--- src/rtl/quant_amax_scaler_pkg.sv ---
`default_nettype none
// ============================================================================
//  Module   : quant_pkg
//  Purpose  : Shared fp32 constants, types and scale-derivation helpers for the
//             amax calibration stage ahead of the int8 quantizer.
//  Revision : 1.0  initial release
// ============================================================================
package quant_pkg;

  localparam logic [31:0] FP32_ONE      = 32'h3F80_0000;
  localparam logic [31:0] FP32_MIN_NORM = 32'h0080_0000;
  localparam logic [7:0]  FP32_EXP_INF  = 8'hFF;
  localparam int          SCALE_SHIFT   = 7;

  typedef logic [31:0] fp32_t;

  typedef enum logic [1:0] {
    COLLECT = 2'd0,
    SCALE   = 2'd1,
    REPLAY  = 2'd2
  } amax_state_t;

  // Inf and NaN share the all-ones exponent.
  function automatic logic is_nonfinite(input fp32_t x);
    return (x[30:23] == FP32_EXP_INF);
  endfunction

  // Sign-stripped word; unsigned ordering of this matches |x| for finite values.
  function automatic fp32_t magnitude(input fp32_t x);
    return x & 32'h7FFF_FFFF;
  endfunction

  // amax/128 by exponent decrement. Tiny amax clamps to the smallest normal so
  // the quantizer never sees a denormal scale; zero amax maps to 1.0.
  function automatic fp32_t amax_to_scale(input fp32_t amax);
    fp32_t s;
    if (amax == '0) begin
      s = FP32_ONE;
    end else if (amax[30:23] <= 8'(SCALE_SHIFT + 1)) begin
      s = FP32_MIN_NORM;
    end else begin
      s = {amax[31], amax[30:23] - 8'(SCALE_SHIFT), amax[22:0]};
    end
    return s;
  endfunction

endpackage
`default_nettype wire

--- src/rtl/quant_amax_scaler_if.sv ---
`default_nettype none
// ============================================================================
//  Module   : quant_amax_scaler_if
//  Purpose  : Input stream, replay stream and error flags of the amax scaler.
//             master = producer/consumer side, slave = the scaler itself.
//  Revision : 1.0  initial release
// ============================================================================
interface quant_amax_scaler_if;
  import quant_pkg::*;

  logic  in_valid;
  logic  in_ready;
  fp32_t in_data;
  logic  in_last;

  logic  out_valid;
  logic  out_ready;
  fp32_t out_data;
  fp32_t out_scale;
  logic  out_last;

  logic  err_nonfin;
  logic  err_trunc;

  modport master (
    output in_valid, in_data, in_last, out_ready,
    input  in_ready, out_valid, out_data, out_scale, out_last, err_nonfin, err_trunc
  );

  modport slave (
    input  in_valid, in_data, in_last, out_ready,
    output in_ready, out_valid, out_data, out_scale, out_last, err_nonfin, err_trunc
  );

endinterface
`default_nettype wire

--- src/rtl/quant_amax_scaler_replay_buf.sv ---
`default_nettype none
// ============================================================================
//  Module   : quant_replay_buf
//  Purpose  : DEPTH x 32 simple dual-port buffer, one write and one registered
//             read port. The read register holds when no read is issued, so it
//             doubles as the stalled output word.
//  Revision : 1.0  initial release
// ============================================================================
module quant_replay_buf
  import quant_pkg::*;
#(
  parameter  int DEPTH = 64,
  localparam int AW    = $clog2(DEPTH)
) (
  input  wire logic          clk,
  input  wire logic          rst_n,
  input  wire logic          we,
  input  wire logic [AW-1:0] waddr,
  input  wire fp32_t         wdata,
  input  wire logic          re,
  input  wire logic [AW-1:0] raddr,
  output      fp32_t         rdata
);

  fp32_t mem [DEPTH];
  fp32_t rdata_q;
  fp32_t rdata_d;

  // Storage array: contents are don't-care after reset.
  always_ff @(posedge clk) begin
    if (we) begin
      mem[waddr] <= wdata;
    end
  end

  // Read port: fetch on request, otherwise keep the last word.
  always_comb begin
    rdata_d = rdata_q;
    if (re) begin
      rdata_d = mem[raddr];
    end
  end

  // Read data register.
  always_ff @(posedge clk or negedge rst_n) begin
    if (!rst_n) begin
      rdata_q <= '0;
    end else begin
      rdata_q <= rdata_d;
    end
  end

  assign rdata = rdata_q;

endmodule
`default_nettype wire

--- src/rtl/quant_amax_scaler.sv ---
`default_nettype none
// ============================================================================
//  Module   : quant_amax_scaler
//  Purpose  : Buffers one fp32 tensor while tracking max |x|, derives
//             scale = amax/128 and replays the tensor paired with that scale.
//  Revision : 1.0  initial release
// ============================================================================
module quant_amax_scaler
  import quant_pkg::*;
#(
  parameter int DEPTH = 64
) (
  input wire logic           clk,
  input wire logic           rst_n,
  quant_amax_scaler_if.slave bus
);

  localparam int            AW       = $clog2(DEPTH);
  localparam int            CW       = AW + 1;
  localparam logic [CW-1:0] LAST_IDX = CW'(DEPTH - 1);
  localparam logic [CW-1:0] CNT_ONE  = CW'(1);
  localparam logic [AW-1:0] ADR_ONE  = AW'(1);

  amax_state_t   state_q,  state_d;
  logic [CW-1:0] wr_cnt_q, wr_cnt_d;
  logic [CW-1:0] rd_cnt_q, rd_cnt_d;
  fp32_t         amax_q,   amax_d;
  fp32_t         scale_q,  scale_d;
  logic          nonfin_q, nonfin_d;
  logic          trunc_q,  trunc_d;

  logic          buf_we;
  logic          buf_re;
  logic [AW-1:0] buf_raddr;
  fp32_t         buf_rdata;

  logic          in_fire;
  logic          out_fire;
  logic          last_out;

  assign bus.in_ready   = (state_q == COLLECT);
  assign bus.out_valid  = (state_q == REPLAY);
  assign last_out       = (state_q == REPLAY) && (rd_cnt_q == wr_cnt_q - CNT_ONE);
  assign bus.out_last   = last_out;
  assign bus.out_data   = buf_rdata;
  assign bus.out_scale  = scale_q;
  assign bus.err_nonfin = nonfin_q;
  assign bus.err_trunc  = trunc_q;

  assign in_fire  = bus.in_valid  && (state_q == COLLECT);
  assign out_fire = bus.out_ready && (state_q == REPLAY);

  // Next-state, counters, amax tracking, scale derivation and buffer control.
  always_comb begin
    state_d   = state_q;
    wr_cnt_d  = wr_cnt_q;
    rd_cnt_d  = rd_cnt_q;
    amax_d    = amax_q;
    scale_d   = scale_q;
    nonfin_d  = nonfin_q;
    trunc_d   = trunc_q;
    buf_we    = 1'b0;
    buf_re    = 1'b0;
    // Read-ahead: while replaying, the next word is fetched on each handshake.
    buf_raddr = rd_cnt_q[AW-1:0] + ADR_ONE;

    case (state_q)
      COLLECT: begin
        if (in_fire) begin
          buf_we   = 1'b1;
          wr_cnt_d = wr_cnt_q + CNT_ONE;
          if (is_nonfinite(bus.in_data)) begin
            nonfin_d = 1'b1;
          end else if (magnitude(bus.in_data) > amax_q) begin
            amax_d = magnitude(bus.in_data);
          end
          // A full buffer closes the tensor even without in_last.
          if (bus.in_last || (wr_cnt_q == LAST_IDX)) begin
            state_d = SCALE;
            if (!bus.in_last) begin
              trunc_d = 1'b1;
            end
          end
        end
      end

      SCALE: begin
        scale_d   = amax_to_scale(amax_q);
        buf_re    = 1'b1;
        buf_raddr = '0;
        rd_cnt_d  = '0;
        state_d   = REPLAY;
      end

      REPLAY: begin
        if (out_fire) begin
          if (last_out) begin
            state_d  = COLLECT;
            wr_cnt_d = '0;
            rd_cnt_d = '0;
            amax_d   = '0;
            nonfin_d = 1'b0;
            trunc_d  = 1'b0;
          end else begin
            rd_cnt_d = rd_cnt_q + CNT_ONE;
            buf_re   = 1'b1;
          end
        end
      end

      default: begin
        state_d = COLLECT;
      end
    endcase
  end

  // State, counters, amax, scale and sticky error flags.
  always_ff @(posedge clk or negedge rst_n) begin
    if (!rst_n) begin
      state_q  <= COLLECT;
      wr_cnt_q <= '0;
      rd_cnt_q <= '0;
      amax_q   <= '0;
      scale_q  <= '0;
      nonfin_q <= 1'b0;
      trunc_q  <= 1'b0;
    end else begin
      state_q  <= state_d;
      wr_cnt_q <= wr_cnt_d;
      rd_cnt_q <= rd_cnt_d;
      amax_q   <= amax_d;
      scale_q  <= scale_d;
      nonfin_q <= nonfin_d;
      trunc_q  <= trunc_d;
    end
  end

  quant_replay_buf #(
    .DEPTH (DEPTH)
  ) u_buf (
    .clk   (clk),
    .rst_n (rst_n),
    .we    (buf_we),
    .waddr (wr_cnt_q[AW-1:0]),
    .wdata (bus.in_data),
    .re    (buf_re),
    .raddr (buf_raddr),
    .rdata (buf_rdata)
  );

endmodule
`default_nettype wire
--- src/flat_wrapper.sv ---
// flat-port wrapper written by rule: the top's interface ports become plain ports
module quant_amax_scaler_flat import quant_pkg::*;
#(
  parameter int DEPTH = 64
)
  (clk, rst_n, bus_in_valid, bus_in_data, bus_in_last, bus_out_ready, bus_in_ready, bus_out_valid, bus_out_data, bus_out_scale, bus_out_last, bus_err_nonfin, bus_err_trunc);
  quant_amax_scaler_if bus_i ();
  input wire logic clk;
  input wire logic rst_n;
  input wire logic [$bits(bus_i.in_valid)-1:0] bus_in_valid;
  input wire logic [$bits(bus_i.in_data)-1:0] bus_in_data;
  input wire logic [$bits(bus_i.in_last)-1:0] bus_in_last;
  input wire logic [$bits(bus_i.out_ready)-1:0] bus_out_ready;
  output wire logic [$bits(bus_i.in_ready)-1:0] bus_in_ready;
  output wire logic [$bits(bus_i.out_valid)-1:0] bus_out_valid;
  output wire logic [$bits(bus_i.out_data)-1:0] bus_out_data;
  output wire logic [$bits(bus_i.out_scale)-1:0] bus_out_scale;
  output wire logic [$bits(bus_i.out_last)-1:0] bus_out_last;
  output wire logic [$bits(bus_i.err_nonfin)-1:0] bus_err_nonfin;
  output wire logic [$bits(bus_i.err_trunc)-1:0] bus_err_trunc;
  assign bus_i.in_valid = bus_in_valid;
  assign bus_i.in_data = bus_in_data;
  assign bus_i.in_last = bus_in_last;
  assign bus_i.out_ready = bus_out_ready;
  assign bus_in_ready = bus_i.in_ready;
  assign bus_out_valid = bus_i.out_valid;
  assign bus_out_data = bus_i.out_data;
  assign bus_out_scale = bus_i.out_scale;
  assign bus_out_last = bus_i.out_last;
  assign bus_err_nonfin = bus_i.err_nonfin;
  assign bus_err_trunc = bus_i.err_trunc;
  quant_amax_scaler #(.DEPTH(DEPTH)) u_core (.clk(clk), .rst_n(rst_n), .bus(bus_i));
endmodule
--- config.mk ---
export PLATFORM = sky130hd
export DESIGN_NAME = quant_amax_scaler_flat
export DESIGN_NICKNAME = d
export VERILOG_FILES = /design/src/rtl/quant_amax_scaler_pkg.sv /design/src/rtl/quant_amax_scaler_if.sv /design/src/rtl/quant_amax_scaler_replay_buf.sv /design/src/rtl/quant_amax_scaler.sv /design/src/flat_wrapper.sv
export SDC_FILE = /design/constraint.sdc
export NUM_CORES = 2
export LEC_CHECK = 0
export CAP_MARGIN = 10
export CORE_AREA = 3 3 377 379
export CTS_CLUSTER_SIZE = 8
export DETAILED_ROUTE_END_ITERATION = 7
export DIE_AREA = 0 0 380 382
export PLACE_DENSITY = 0.75
export SYNTH_ARGS = -nofsm -noshare
export SYNTH_HDL_FRONTEND = slang
export SYNTH_SLANG_ARGS = --single-unit
--- constraint.sdc ---
create_clock -name clk -period 5 [get_ports clk]
set_clock_uncertainty 0.05 [all_clocks]
set_input_delay 0.5 -clock clk [delete_from_list [all_inputs] [get_ports clk]]
set_output_delay 0.5 -clock clk [all_outputs]
set_load 0.02 [all_outputs]
==> impl_metrics.xml <==
<?xml version="1.0" encoding="UTF-8"?>
<metrics>
  <group name="worst_setup_path">
    <metric name="worst-path-max-fanout" unit="">12</metric>
    <metric name="critical_path.reg2reg.startpoint" unit="">u_core.rd_cnt_q[2]</metric>
    <metric name="arrival" unit="ps">4060</metric>
    <metric name="r2r.worst_path.cells" unit="">8</metric>
    <metric name="critical_path.endpoint" unit="">bus_out_last</metric>
    <metric name="r2r_slack" unit="ps">440</metric>
    <metric name="critPathKind" unit="">reg2out</metric>
    <metric name="timing.critical_path.to_type" unit="">output pin</metric>
    <metric name="cp-startpoint" unit="">u_core.wr_cnt_q[0]</metric>
    <metric name="worstSetupStartpointType" unit="">flip-flop</metric>
    <metric name="cp.required" unit="ps">4450</metric>
    <metric name="worstReg2RegEnd" unit="">u_core.u_buf.rdata[29]</metric>
  </group>
  <group name="synth">
    <metric name="synth_enable_flop_cells" unit="">2048</metric>
    <metric name="yosysUniqueCellTypes" unit="">79</metric>
    <metric name="syn-cell-area" unit="µm²">87400</metric>
    <metric name="ys_seq_area_share" unit="%">73.6</metric>
    <metric name="ys_ff_latch" unit="">2160</metric>
    <metric name="yosysWarnings" unit="">0</metric>
    <metric name="synth_top_flop_cell" unit="">edfxtp_1</metric>
    <metric name="post-synth-top-area-cell" unit="">edfxtp_1</metric>
    <metric name="postSynthNetCount" unit="">6029</metric>
    <metric name="synthCells" unit="">5953</metric>
    <metric name="share_of_synthesized_registers_carrying_an_async_set_or_reset" unit="%">5.19</metric>
    <metric name="post_synth_main_area_contributors" unit="">edfxtp_1, mux2i_1, nand2_1</metric>
    <metric name="syn_area_per_cell" unit="µm²">14.7</metric>
    <metric name="synthDominantCellAreaShare" unit="%">70.4</metric>
  </group>
  <group name="floorplan">
    <metric name="dieWidth" unit="µm">380</metric>
    <metric name="dieArea" unit="µm²">145000</metric>
    <metric name="boundaryPins" unit="">106</metric>
    <metric name="placement_rows" unit="">137</metric>
    <metric name="core_area" unit="µm²">139000</metric>
    <metric name="die_h" unit="µm">382</metric>
    <metric name="initial_utilization" unit="%">62.8</metric>
  </group>
  <group name="detailed_routing">
    <metric name="drtAntennaViolNets" unit="">0</metric>
    <metric name="drt-initial-drc-count" unit="">10200</metric>
    <metric name="drt-total-wl" unit="µm">267000</metric>
    <metric name="dr.pass1.iters" unit="">8</metric>
    <metric name="drt_drc_violations_left" unit="">1</metric>
    <metric name="avgRoutedWirePerCell" unit="µm">32.6</metric>
    <metric name="via_count" unit="">58700</metric>
    <metric name="routed_via_density" unit="">7.16</metric>
  </group>
  <group name="grt">
    <metric name="grt_first_pass_wirelength" unit="µm">386000</metric>
    <metric name="largest_net_degree_at_the_start_of_global_routing" unit="">119</metric>
    <metric name="via_count_of_the_first_global_routing_pass" unit="">57300</metric>
    <metric name="gr-usage-all-layers" unit="%">36.4</metric>
    <metric name="grt_remaining_overflow" unit="">0</metric>
    <metric name="antenna_found_initial" unit="">10</metric>
  </group>
  <group name="cts">
    <metric name="tritoncts" unit="">yes</metric>
    <metric name="worstSkewPairLatency" unit="ps">900</metric>
    <metric name="clk_pin_slew" unit="ps">50</metric>
    <metric name="cts_max_level" unit="">5</metric>
    <metric name="clk_root_buffer_cell" unit="">clkbuf_16</metric>
    <metric name="cts_max_path_buffers" unit="">4</metric>
    <metric name="clock_sink_count" unit="">2160</metric>
    <metric name="number_of_buffers_inserted_to_repair_setup_after_cts" unit="">0</metric>
    <metric name="cts_inserted_buffers" unit="">320</metric>
  </group>
  <group name="timing">
    <metric name="count_of_endpoints_failing_hold_in_the_final_timing_report" unit="">0</metric>
    <metric name="tightest_slew" unit="ps">1220</metric>
    <metric name="min_period_over_period" unit="%">92.2</metric>
    <metric name="setup_violations" unit="">0</metric>
    <metric name="timing.final.crit_period" unit="ps">4610</metric>
    <metric name="timing.slew.headroom" unit="%">18.6</metric>
    <metric name="final_number_of_max_transition_violations" unit="">0</metric>
    <metric name="setup_repair_after_global_routing_missed_its_margin" unit="">false</metric>
    <metric name="totalNegativeSetupSlack" unit="ps">0</metric>
    <metric name="fmax" unit="MHz">217</metric>
    <metric name="worst_hold_slack" unit="ps">26.4</metric>
  </group>
  <group name="final_layout">
    <metric name="commonest_non_fill_non_tap_cell_in_the_layout" unit="">edfxtp_1</metric>
    <metric name="post_route_cells_drive_above_1_share" unit="%">11.6</metric>
    <metric name="top_library_cells_by_usage_in_the_layout_fill_and_taps_aside" unit="">edfxtp_1, nand2_1, nand3_1</metric>
    <metric name="design.final.nets" unit="">6233</metric>
    <metric name="fill_cells" unit="">8470</metric>
    <metric name="flow.area_growth_from_synthesis" unit="%">15.2</metric>
  </group>
  <group name="hold_path">
    <metric name="hold_depth" unit="">3</metric>
    <metric name="timing.hold.worst.class" unit="">in2reg</metric>
  </group>
  <group name="power">
    <metric name="static-leakage-power" unit="nW">32.9</metric>
    <metric name="power.density" unit="nW/µm²">534</metric>
    <metric name="ir_drop" unit="µV">501</metric>
  </group>
  <group name="placement">
    <metric name="io_buffers" unit="">104</metric>
    <metric name="dp_hpwl" unit="µm">148000</metric>
    <metric name="routabilityCongestion" unit="">0.875</metric>
  </group>
  <group name="outcome">
    <metric name="failed_checks" unit="">design-rule violations</metric>
    <metric name="status" unit="">complete, but fails checks</metric>
  </group>
  <group name="run">
    <metric name="cap_viol_max_count" unit="">0</metric>
  </group>
</metrics>
logic make-up (layout without fill, tap and decap cells):
kind of cell    Yosys count  count (layout)  synth area share [%]
flops                  2160            2160                  73.6
fa+ha+maj                39              39                 0.558
buf+inv                 510             872                  2.40
mux                     339             339                  3.93
compound gates         1304            1304                  11.1
xor+xnor                 23              23                 0.248
other cells               1               3               0.00429
simple gates           1577            1577                  8.14
layer usage:
layer	GRT usage [%]	part of all wire (%)	vias to the layer above
li1	-	-	23800
met1	48.4	35	28900
met2	54.9	45	5050
met3	10.1	13	949
met4	20.2	6.2	8
met5	0	0.019	-
worst min-delay path by stage:
stage                                  start                  endpoint
CTS                          bus_in_data[20]  u_core.u_buf.mem[35][20]
finish                       bus_in_data[20]         u_core.amax_q[20]
detailed placement  u_core.bus.out_scale[29]  u_core.bus.out_scale[29]
global placement    u_core.bus.out_scale[29]  u_core.bus.out_scale[29]
floorplan                              rst_n          u_core.amax_q[0]
global route                 bus_in_data[20]  u_core.u_buf.mem[35][20]
registers in the layout (all words and copies together) (netlist names):
name,flops
u_core.wr_cnt_q,7
u_core.u_buf.rdata,32
u_core.amax_q,31
u_core.bus.out_scale,31
u_core.bus.err_nonfin,1
u_core.u_buf.mem,2048
u_core.state_q,2
u_core.bus.err_trunc,1
u_core.rd_cnt_q,7
Yosys cell counts (all sizes together) (88+ instances only):
master  number
a21oi      184
a22o        88
a32oi      195
and3        97
buf        166
clkbuf     306
dfrtp      112
edfxtp    2048
mux2i      332
nand2      804
nand3      337
nor2       116
o21ai      157
area by class of cell:
| cell class | instances | area, µm² | share of cell area (%) |
|---|---|---|---|
| Sequential cell | 2160 | 64300 | 63.9 |
| Multi-Input combinational cell | 3283 | 21600 | 21.5 |
| Clock buffer | 472 | 8710 | 8.65 |
| Timing Repair Buffer | 354 | 3490 | 3.47 |
| Tap cell | 1876 | 2350 | 2.33 |
| Inverter | 38 | 150 | 0.149 |
| Clock inverter | 8 | 77.6 | 0.0770 |
| Antenna cell | 2 | 5.00 | 0.00497 |
where the power goes:
group	switching [W]	internal (W)	leakage (nW)
registers	0.000722	0.0206	19.8
clock network	0.00724	0.0118	4.23
logic	0.00918	0.00419	8.88
total	0.0172	0.0366	32.9
metrics by stage:
step                std cells  util (%)  setup slack [ps]  total power, W  instance area (µm²)
floorplan                5953         -               475          0.0287                87400
global placement         7707      66.0               792          0.0343                91900
detailed placement       7707      66.0               688          0.0345                91900
CTS                      8191      72.3               372          0.0534               101000
global route             8191      72.3               271          0.0551               101000
finish                   8193      72.3               390          0.0538               101000
what timing repair did:
action | in CTS | in global routing
hold endpoints to repair | 85 | 0
hold buffers | 4 | 0
gates resized for setup | 0 | 0
critical path, stage by stage (launching register included):
cell,delay (ps)
dfrtp_1,670
inv_1,230
ha_1,300
or3_1,380
a31oi_1,390
and3_1,220
buf_4,180
and2_1,160
clkdlybuf4s50_1,620
(Power assumes the default switching activity.)
